--- src/rtl/ibex_rf_erase_sequencer.sv ---
// Register file write-side initiator: arbitrates bulk zero-erase writes against core
// writebacks with a bounded-starvation policy and drives the one-hot secure write enable.
module ibex_rf_erase_sequencer #(
    parameter bit          RV32E       = 1'b0,
    parameter int unsigned DataWidth   = 32,
    parameter int unsigned StarveLimit = 4
) (
    input  logic                 clk_i,
    input  logic                 rst_ni,

    input  logic                 ers_req_valid_i,
    output logic                 ers_req_ready_o,
    input  logic [31:0]          ers_mask_i,
    output logic                 ers_busy_o,
    output logic                 ers_done_o,

    input  logic                 wb_we_i,
    input  logic [4:0]           wb_waddr_i,
    input  logic [DataWidth-1:0] wb_wdata_i,
    output logic                 wb_stall_o,

    output logic                 rf_we_o,
    output logic [4:0]           rf_waddr_o,
    output logic [DataWidth-1:0] rf_wdata_o,
    output logic [31:0]          rf_we_secure_o
);

    localparam int unsigned        StarveW      = $clog2(StarveLimit + 1);
    localparam logic [StarveW-1:0] StarveMax    = StarveW'(StarveLimit);
    // x0 is hardwired and never erased; RV32E only has x1..x15.
    localparam logic [31:0]        ErasableMask = RV32E ? 32'h0000_FFFE : 32'hFFFF_FFFE;

    typedef enum logic [1:0] {
        StIdle,
        StScan,
        StDone
    } state_e;

    state_e             state_q, state_d;
    logic [31:0]        pending_q, pending_d;
    logic [StarveW-1:0] starve_q, starve_d;
    logic               core_wr;
    logic [4:0]         target;
    logic [31:0]        req_mask;

    // Writes to x0 are dropped and never contend with the erase sequence.
    assign core_wr  = wb_we_i & (wb_waddr_i != 5'd0);
    assign req_mask = ers_mask_i & ErasableMask;

    // Lowest set pending bit; scanning downward lets the lowest index win.
    always_comb begin
        target = 5'd0;
        for (int i = 31; i >= 1; i--) begin
            if (pending_q[i]) begin
                target = 5'(i);
            end
        end
    end

    // NOTE: every signal gets a default before the case so no path leaves it unassigned (no latches).
    always_comb begin
        state_d         = state_q;
        pending_d       = pending_q;
        starve_d        = '0;
        ers_req_ready_o = 1'b0;
        ers_busy_o      = 1'b0;
        ers_done_o      = 1'b0;
        wb_stall_o      = 1'b0;
        rf_we_o         = core_wr;
        rf_waddr_o      = wb_waddr_i;
        rf_wdata_o      = wb_wdata_i;

        unique case (state_q)
            StIdle: begin
                ers_req_ready_o = 1'b1;
                if (ers_req_valid_i) begin
                    pending_d = req_mask;
                    state_d   = (req_mask != '0) ? StScan : StDone;
                end
            end
            StScan: begin
                ers_busy_o = 1'b1;
                if (core_wr && (starve_q < StarveMax)) begin
                    // Core write wins; a newer value for a pending register supersedes its erase.
                    starve_d  = starve_q + 1'b1;
                    pending_d = pending_q & ~(32'd1 << wb_waddr_i);
                end else begin
                    wb_stall_o = core_wr;
                    rf_we_o    = 1'b1;
                    rf_waddr_o = target;
                    rf_wdata_o = '0;
                    pending_d  = pending_q & ~(32'd1 << target);
                end
                if (pending_d == '0) begin
                    state_d = StDone;
                end
            end
            StDone: begin
                ers_busy_o = 1'b1;
                ers_done_o = 1'b1;
                state_d    = StIdle;
            end
            default: state_d = StIdle;
        endcase
    end

    assign rf_we_secure_o = rf_we_o ? (32'd1 << rf_waddr_o) : 32'd0;

    // NOTE: sequential state uses non-blocking assignments so all registers update from pre-edge values.
    always_ff @(posedge clk_i or negedge rst_ni) begin
        if (!rst_ni) begin
            state_q   <= StIdle;
            pending_q <= '0;
            starve_q  <= '0;
        end else begin
            state_q   <= state_d;
            pending_q <= pending_d;
            starve_q  <= starve_d;
        end
    end

endmodule

--- config.mk ---
export PLATFORM = sky130hd
export DESIGN_NAME = ibex_rf_erase_sequencer
export DESIGN_NICKNAME = d
export VERILOG_FILES = /design/src/rtl/ibex_rf_erase_sequencer.sv
export SDC_FILE = /design/constraint.sdc
export NUM_CORES = 1
export LEC_CHECK = 0
export ABC_AREA = 1
export BUFFER_PORTS_ARGS = -buffer_cell sky130_fd_sc_hd__buf_2
export CAP_MARGIN = 25
export CORE_MARGIN = 1
export CORE_UTILIZATION = 33
export DETAILED_ROUTE_END_ITERATION = 6
export GPL_ROUTABILITY_DRIVEN = 0
export GPL_TIMING_DRIVEN = 0
export PLACE_DENSITY = 0.64
export SLEW_MARGIN = 20
export SYNTH_ARGS = -nofsm -noshare
export SYNTH_HDL_FRONTEND = slang
export SYNTH_SLANG_ARGS = --single-unit
--- constraint.sdc ---
create_clock -name clk_i -period 6.6 [get_ports clk_i]
set_input_delay 1.98 -clock clk_i [delete_from_list [all_inputs] [get_ports clk_i]]
set_output_delay 1.98 -clock clk_i [all_outputs]
set_load 0.01 [all_outputs]
Word level (Yosys, flattened, before mapping)
Index checks and enable logic that the tools add are counted.
- register bits: 37
- latch bits: 0
- memory bits (writable): 0
- ROM bits: 0
- logic and storage cells: 79
- memories: 0
- add/subtract/negate cells: 1
- multiply operators: 0
- divide/modulo/power cells: 0
- magnitude comparators: 1
- equal/unequal tests: 4
- shift operators: 3
- multiplexer cells: 53
- bitwise logic cells: 5
- reduce and logical (&&, ||, !) cells: 9
- operators by type and width (kind ; number):
    2-to-1 mux 32 bit ; 6
    2-to-1 mux 5 bit ; 33
    << shifter 1 x 5 -> 32 bit (first input constant) ; 3
    AND 32 bit ; 2
    inverter 32 bit ; 2
    one-hot mux 32 bit (2 select lines) ; 1
    zero test 32 bit ; 1
    nonzero test 32 bit ; 1
    2-to-1 mux 1 bit ; 7
    2-to-1 mux 2 bit ; 3
    2-to-1 mux 3 bit ; 2
    nonzero test 5 bit ; 1
    inequality test 2 bit (second input constant) ; 2
    one-hot mux 2 bit (2 select lines) ; 1
    AND reduction 2 bit ; 2
    adder 3 x 1 -> 3 bit (second input constant) ; 1
    < comparator 3 bit (second input constant) ; 1
    == test 2 x 1 -> 1 bit (second input constant) ; 1
    == test 2 bit (second input constant) ; 1
    zero test 2 bit ; 1
    nonzero test 2 bit ; 1
    OR reduction 2 bit ; 1
    AND 1 bit ; 1
    logical AND 1 bit ; 1

Longest topological paths before layout
- depth in word-level cells: 39
- depth in mapped cells: 43

Worst setup path after synthesis
Ideal clock, no wire load.
- kind: input port to output port
- from: input wb_waddr_i[4]
- to: output rf_we_secure_o[0]
- arrival time: 4.209 ns
- data required time: 4.620 ns
- slack: 0.411 ns
- stages on the path: 14
- path buffers: 2
- cells stage by stage: clkbuf_1 -> inv_1 -> nand2_1 -> nand2_1 -> nor2_2 -> inv_1 -> nand2_1 -> inv_1 -> clkbuf_1 -> o21ai_1 -> inv_1 -> nor3_1 -> nand2_1 -> nor2_1
- word-level cells in the longest chain between the ends: 7
- elaborated cells between the ends (all ways): 9
- those cells by class: 1 x shift; 5 x mux; 1 x bitwise; 2 x reduce/logical
- ends and longest elaborated chain (what ; line ; text):
    from (decl) ; 18 ; input logic [4:0] wb_waddr_i,
    nonzero test 5 bit ; 47 ; assign core_wr = wb_we_i & (wb_waddr_i != 5'd0);
    AND 1 bit ; 47 ;
    logical AND 1 bit ; 83 ; if (core_wr && (starve_q < StarveMax)) begin
    2-to-1 mux 5 bit ; 83 ;
    2-to-1 mux 5 bit ; 73 ; unique case (state_q)
    named net rf_waddr_o[2] ; 23 ; output logic [4:0] rf_waddr_o,
    << shifter 1 x 5 -> 32 bit ; 107 ; assign rf_we_secure_o = rf_we_o ? (32'd1 << rf_waddr_o) : 32'd0;
    2-to-1 mux 32 bit ; 107 ;
    to (decl) ; 25 ; output logic [31:0] rf_we_secure_o
The timed path passes the listed nets, and every way through them passes these cells.

Worst setup path in the final report
- from: input wb_waddr_i[4]
- to: output rf_we_secure_o[15]
- word-level cells in the longest chain between the ends: 7
- elaborated cells between the ends (all ways): 9
- those cells by class: 1 x shift; 5 x mux; 1 x bitwise; 2 x reduce/logical
- ends and longest elaborated chain (what ; line):
    nonzero test 5 bit ; 47
    AND 1 bit ; 47
    logical AND 1 bit ; 83
    2-to-1 mux 5 bit ; 83
    2-to-1 mux 5 bit ; 73
    << shifter 1 x 5 -> 32 bit ; 107
    2-to-1 mux 32 bit * ; 107
Mark *: on every way between the ends. The rest lies on a longest branch, timed or not.

==> flow_metrics.tcl <==
set metrics [dict create \
    synth_commonest_cells "122 x nor2_1, 119 x nand2_1, 93 x inv_1" \
    syn_inst 634 \
    p_sw_share_pct 56.5 \
    pwr-share-seq_pct 21.1 \
    synth_area_sq_um 3650 \
    critical_path_peak_fanout 9 \
    cts_tree "done" \
    p_leak_nw 2.45 \
    port_buffers 143 \
    drtPass1Iterations 5 \
    hold_path.class "flop to flop" \
    synthArstFlopShare_pct 100 \
    p_comb_share_pct 70.3 \
    track_usage_pct 25.5 \
    power.switching_w 0.00109 \
    cp-start-kind "input port" \
    cts-root-buf "clkbuf_8" \
    htree_levels 2 \
    slew_viol_final 0 \
    layout_min_cycle_time_ps 6330 \
    ys_seq_elements 37 \
    relSlewSlack_pct 41.5 \
    power_density_nw_per_um2 413 \
    drt_iter0_markers 424 \
    yosysMostFrequentCell "nor2_1" \
    reg2reg_from "pending_q[30]" \
    die_x_um 107 \
    worst_pin_slew_ps 877 \
    post_route_cells_drive_above_1_share_pct 22.4 \
    cts_hold_buf 0 \
    grt_overflow 0 \
    die_area_sq_um 11500 \
    area_delta_synth_final_pct 28.2 \
    cp.arrival_ps 4350 \
    drc 0 \
    yosysWarningCount 0 \
    die_h_um 107 \
    power_w 0.00193 \
    synth_cell_types 33 \
    antenna_found_initial 1 \
    num_rows 38 \
    irDropWorstVdd_mv 0.224 \
    min_from "starve_q[0]" \
    synth-edff-count 0 \
    synth_area_per_cell_sq_um 5.75 \
    cts_buffers 5 \
    final.period_utilization_pct 95.9 \
    dpl.hpwl_um 11800 \
    reg2reg_slack_ps 2880 \
    grt_first_pass_wirelength_um 22700 \
    synthTopCellsByArea "dfrtp_1 25%, nor2_1 13%, nand2_1 12%, inv_1 9.6%, o21ai_0 7.8%" \
    setup_viol 0 \
    rsz0062_at_grt "false" \
    finalClockSkew_ps 5.49 \
    ys.flop_type "dfrtp_1" \
    vias 4845 \
    timing.rr.end "state_q[0]" \
    whs_endpoint "starve_q[0]" \
    maxCapViolCount 0 \
    cts_buffer_depth 2 \
    clockPowerShare_pct 8.6 \
    wirelength_um 14500 \
    whs_path_depth 1 \
    worstPathRequired_ps 4620 \
    cts.clk_slew.worst_paths_ps 70 \
    status "finished clean" \
    hold_violations 0 \
    wl_per_cell_um 15.6 \
    critPathKind "input port to output port" \
    ant_nets 0 \
    fill_cells 1220 \
    grt_max_degree 38 \
    coreArea_sq_um 10800 \
    holdWs_ps 438 \
    num_io_pins 147 \
    vias_per_cell 5.23 \
    max_freq_mhz 158 \
    internal_power_w 0.000842 \
    ys_seq_area_share_pct 25.4 \
    grt_pass1_vias 4541 \
    endpoint_kind "output port" \
    clock_latency_ps 300 \
    reg2regPathDepth 42 \
    num-nets-final 862 \
    synth_top_area_cell "dfrtp_1" \
    clock-sinks 37 \
    start_util_pct 33.8 \
    synth_nets 711 \
    yosysTopAreaCellShare_pct 25.4 \
]
final cells by class:
cell class / count / area (sq um) / area share [%]
multi-input combinational: 473 / 2270 / 48.6
sequential: 37 / 926 / 19.8
timing repair buffer: 145 / 731 / 15.6
inverter: 95 / 360 / 7.70
tap: 140 / 175 / 3.75
buffer: 28 / 124 / 2.65
clock buffer: 7 / 86.3 / 1.85
antenna: 1 / 2.50 / 0.0535
kinds of logic (layout without fill, tap and decap cells):
logic type	count (synthesis)	count (layout)	synth area share [%]
AO/OA/AOI/OAI	137	137	20.4
adder cells (fa/ha/maj)	4	4	1.37
buffers and inverters	124	275	13.2
flip-flops	37	37	25.4
other	0	1	0
AND/OR/NAND/NOR	332	332	39.6
per-layer routing:
metal,part of all wire [%],up-vias,track usage [%]
li1,-,2370,-
met1,41,2166,30.5
met2,47,272,45.7
met3,8.6,37,4.32
met4,3.1,0,9.20
met5,0,-,0
stage by stage:
step | setup TNS (ps) | setup slack (ps) | cells | util (%) | cell area, sq um
final | 0 | 269 | 926 | 43.3 | 4680
after floorplan | 0 | 411 | 634 | - | 3650
after CTS | 0 | 44.2 | 923 | 43.0 | 4640
after global placement | -7290 | -438 | 917 | 42.0 | 4540
after detailed placement | -8150 | -462 | 917 | 42.0 | 4540
after global routing | 0 | 10.3 | 926 | 43.3 | 4680
layout by cell type (no fill, tap or decap), types with 3 or more instances in the layout:
cell and instances:
nor3_2 3, nand2_1 119, ha_1 4, o211ai_1 8, nor2_4 3, nand4_1 16, nor4_1 11, clkbuf_8 6
buf_2 145, inv_1 92, a31oi_1 5, a21oi_1 41, clkbuf_1 21, nand3_1 42, o21ai_0 56, o22ai_1 10
o21ai_1 9, dfrtp_1 37, nor2_1 122, nand2_2 4, nor3_1 7
power by group through the flow:
stage	logic (W)	registers, W	clock network (W)
floorplan	0.000917	0.000393	0
global placement	0.00131	0.000410	0
detailed placement	0.00132	0.000413	0
CTS	0.00133	0.000408	0.000173
global route	0.00151	0.000421	0.000180
finish	0.00136	0.000408	0.000166
flip-flops by register name, summed over array words and instances (netlist names):
| register | count |
|---|---|
| starve_q | 3 |
| state_q | 2 |
| pending_q | 32 |
worst max-delay path by stage:
stage | end | slack, ps | start | cells past startpoint
after floorplan | rf_we_secure_o[0] | 410 | wb_waddr_i[4] | 14
final | rf_we_secure_o[15] | 270 | wb_waddr_i[4] | 13
after global placement | rf_we_secure_o[15] | -440 | wb_waddr_i[4] | 14
after global routing | rf_we_secure_o[10] | 10 | wb_waddr_i[2] | 13
after detailed placement | rf_we_secure_o[15] | -460 | wb_waddr_i[4] | 14
after CTS | rf_we_secure_o[8] | 40 | wb_waddr_i[2] | 15
critical path, stage by stage:
cell,delay [ps]
clkbuf_2,220
inv_1,180
nand2_1,120
nand2_1,110
nor2_4,220
inv_1,60
nand2_1,170
clkinvlp_4,240
o21ai_4,280
clkinv_1,300
nand4_1,230
nor2_1,60
buf_2,150
what timing repair did:
action	CTS	global route
gates resized for setup	4	7
setup endpoints to repair	29	27
setup buffers	0	2
cloned	0	0
(Power assumes the default switching activity.)
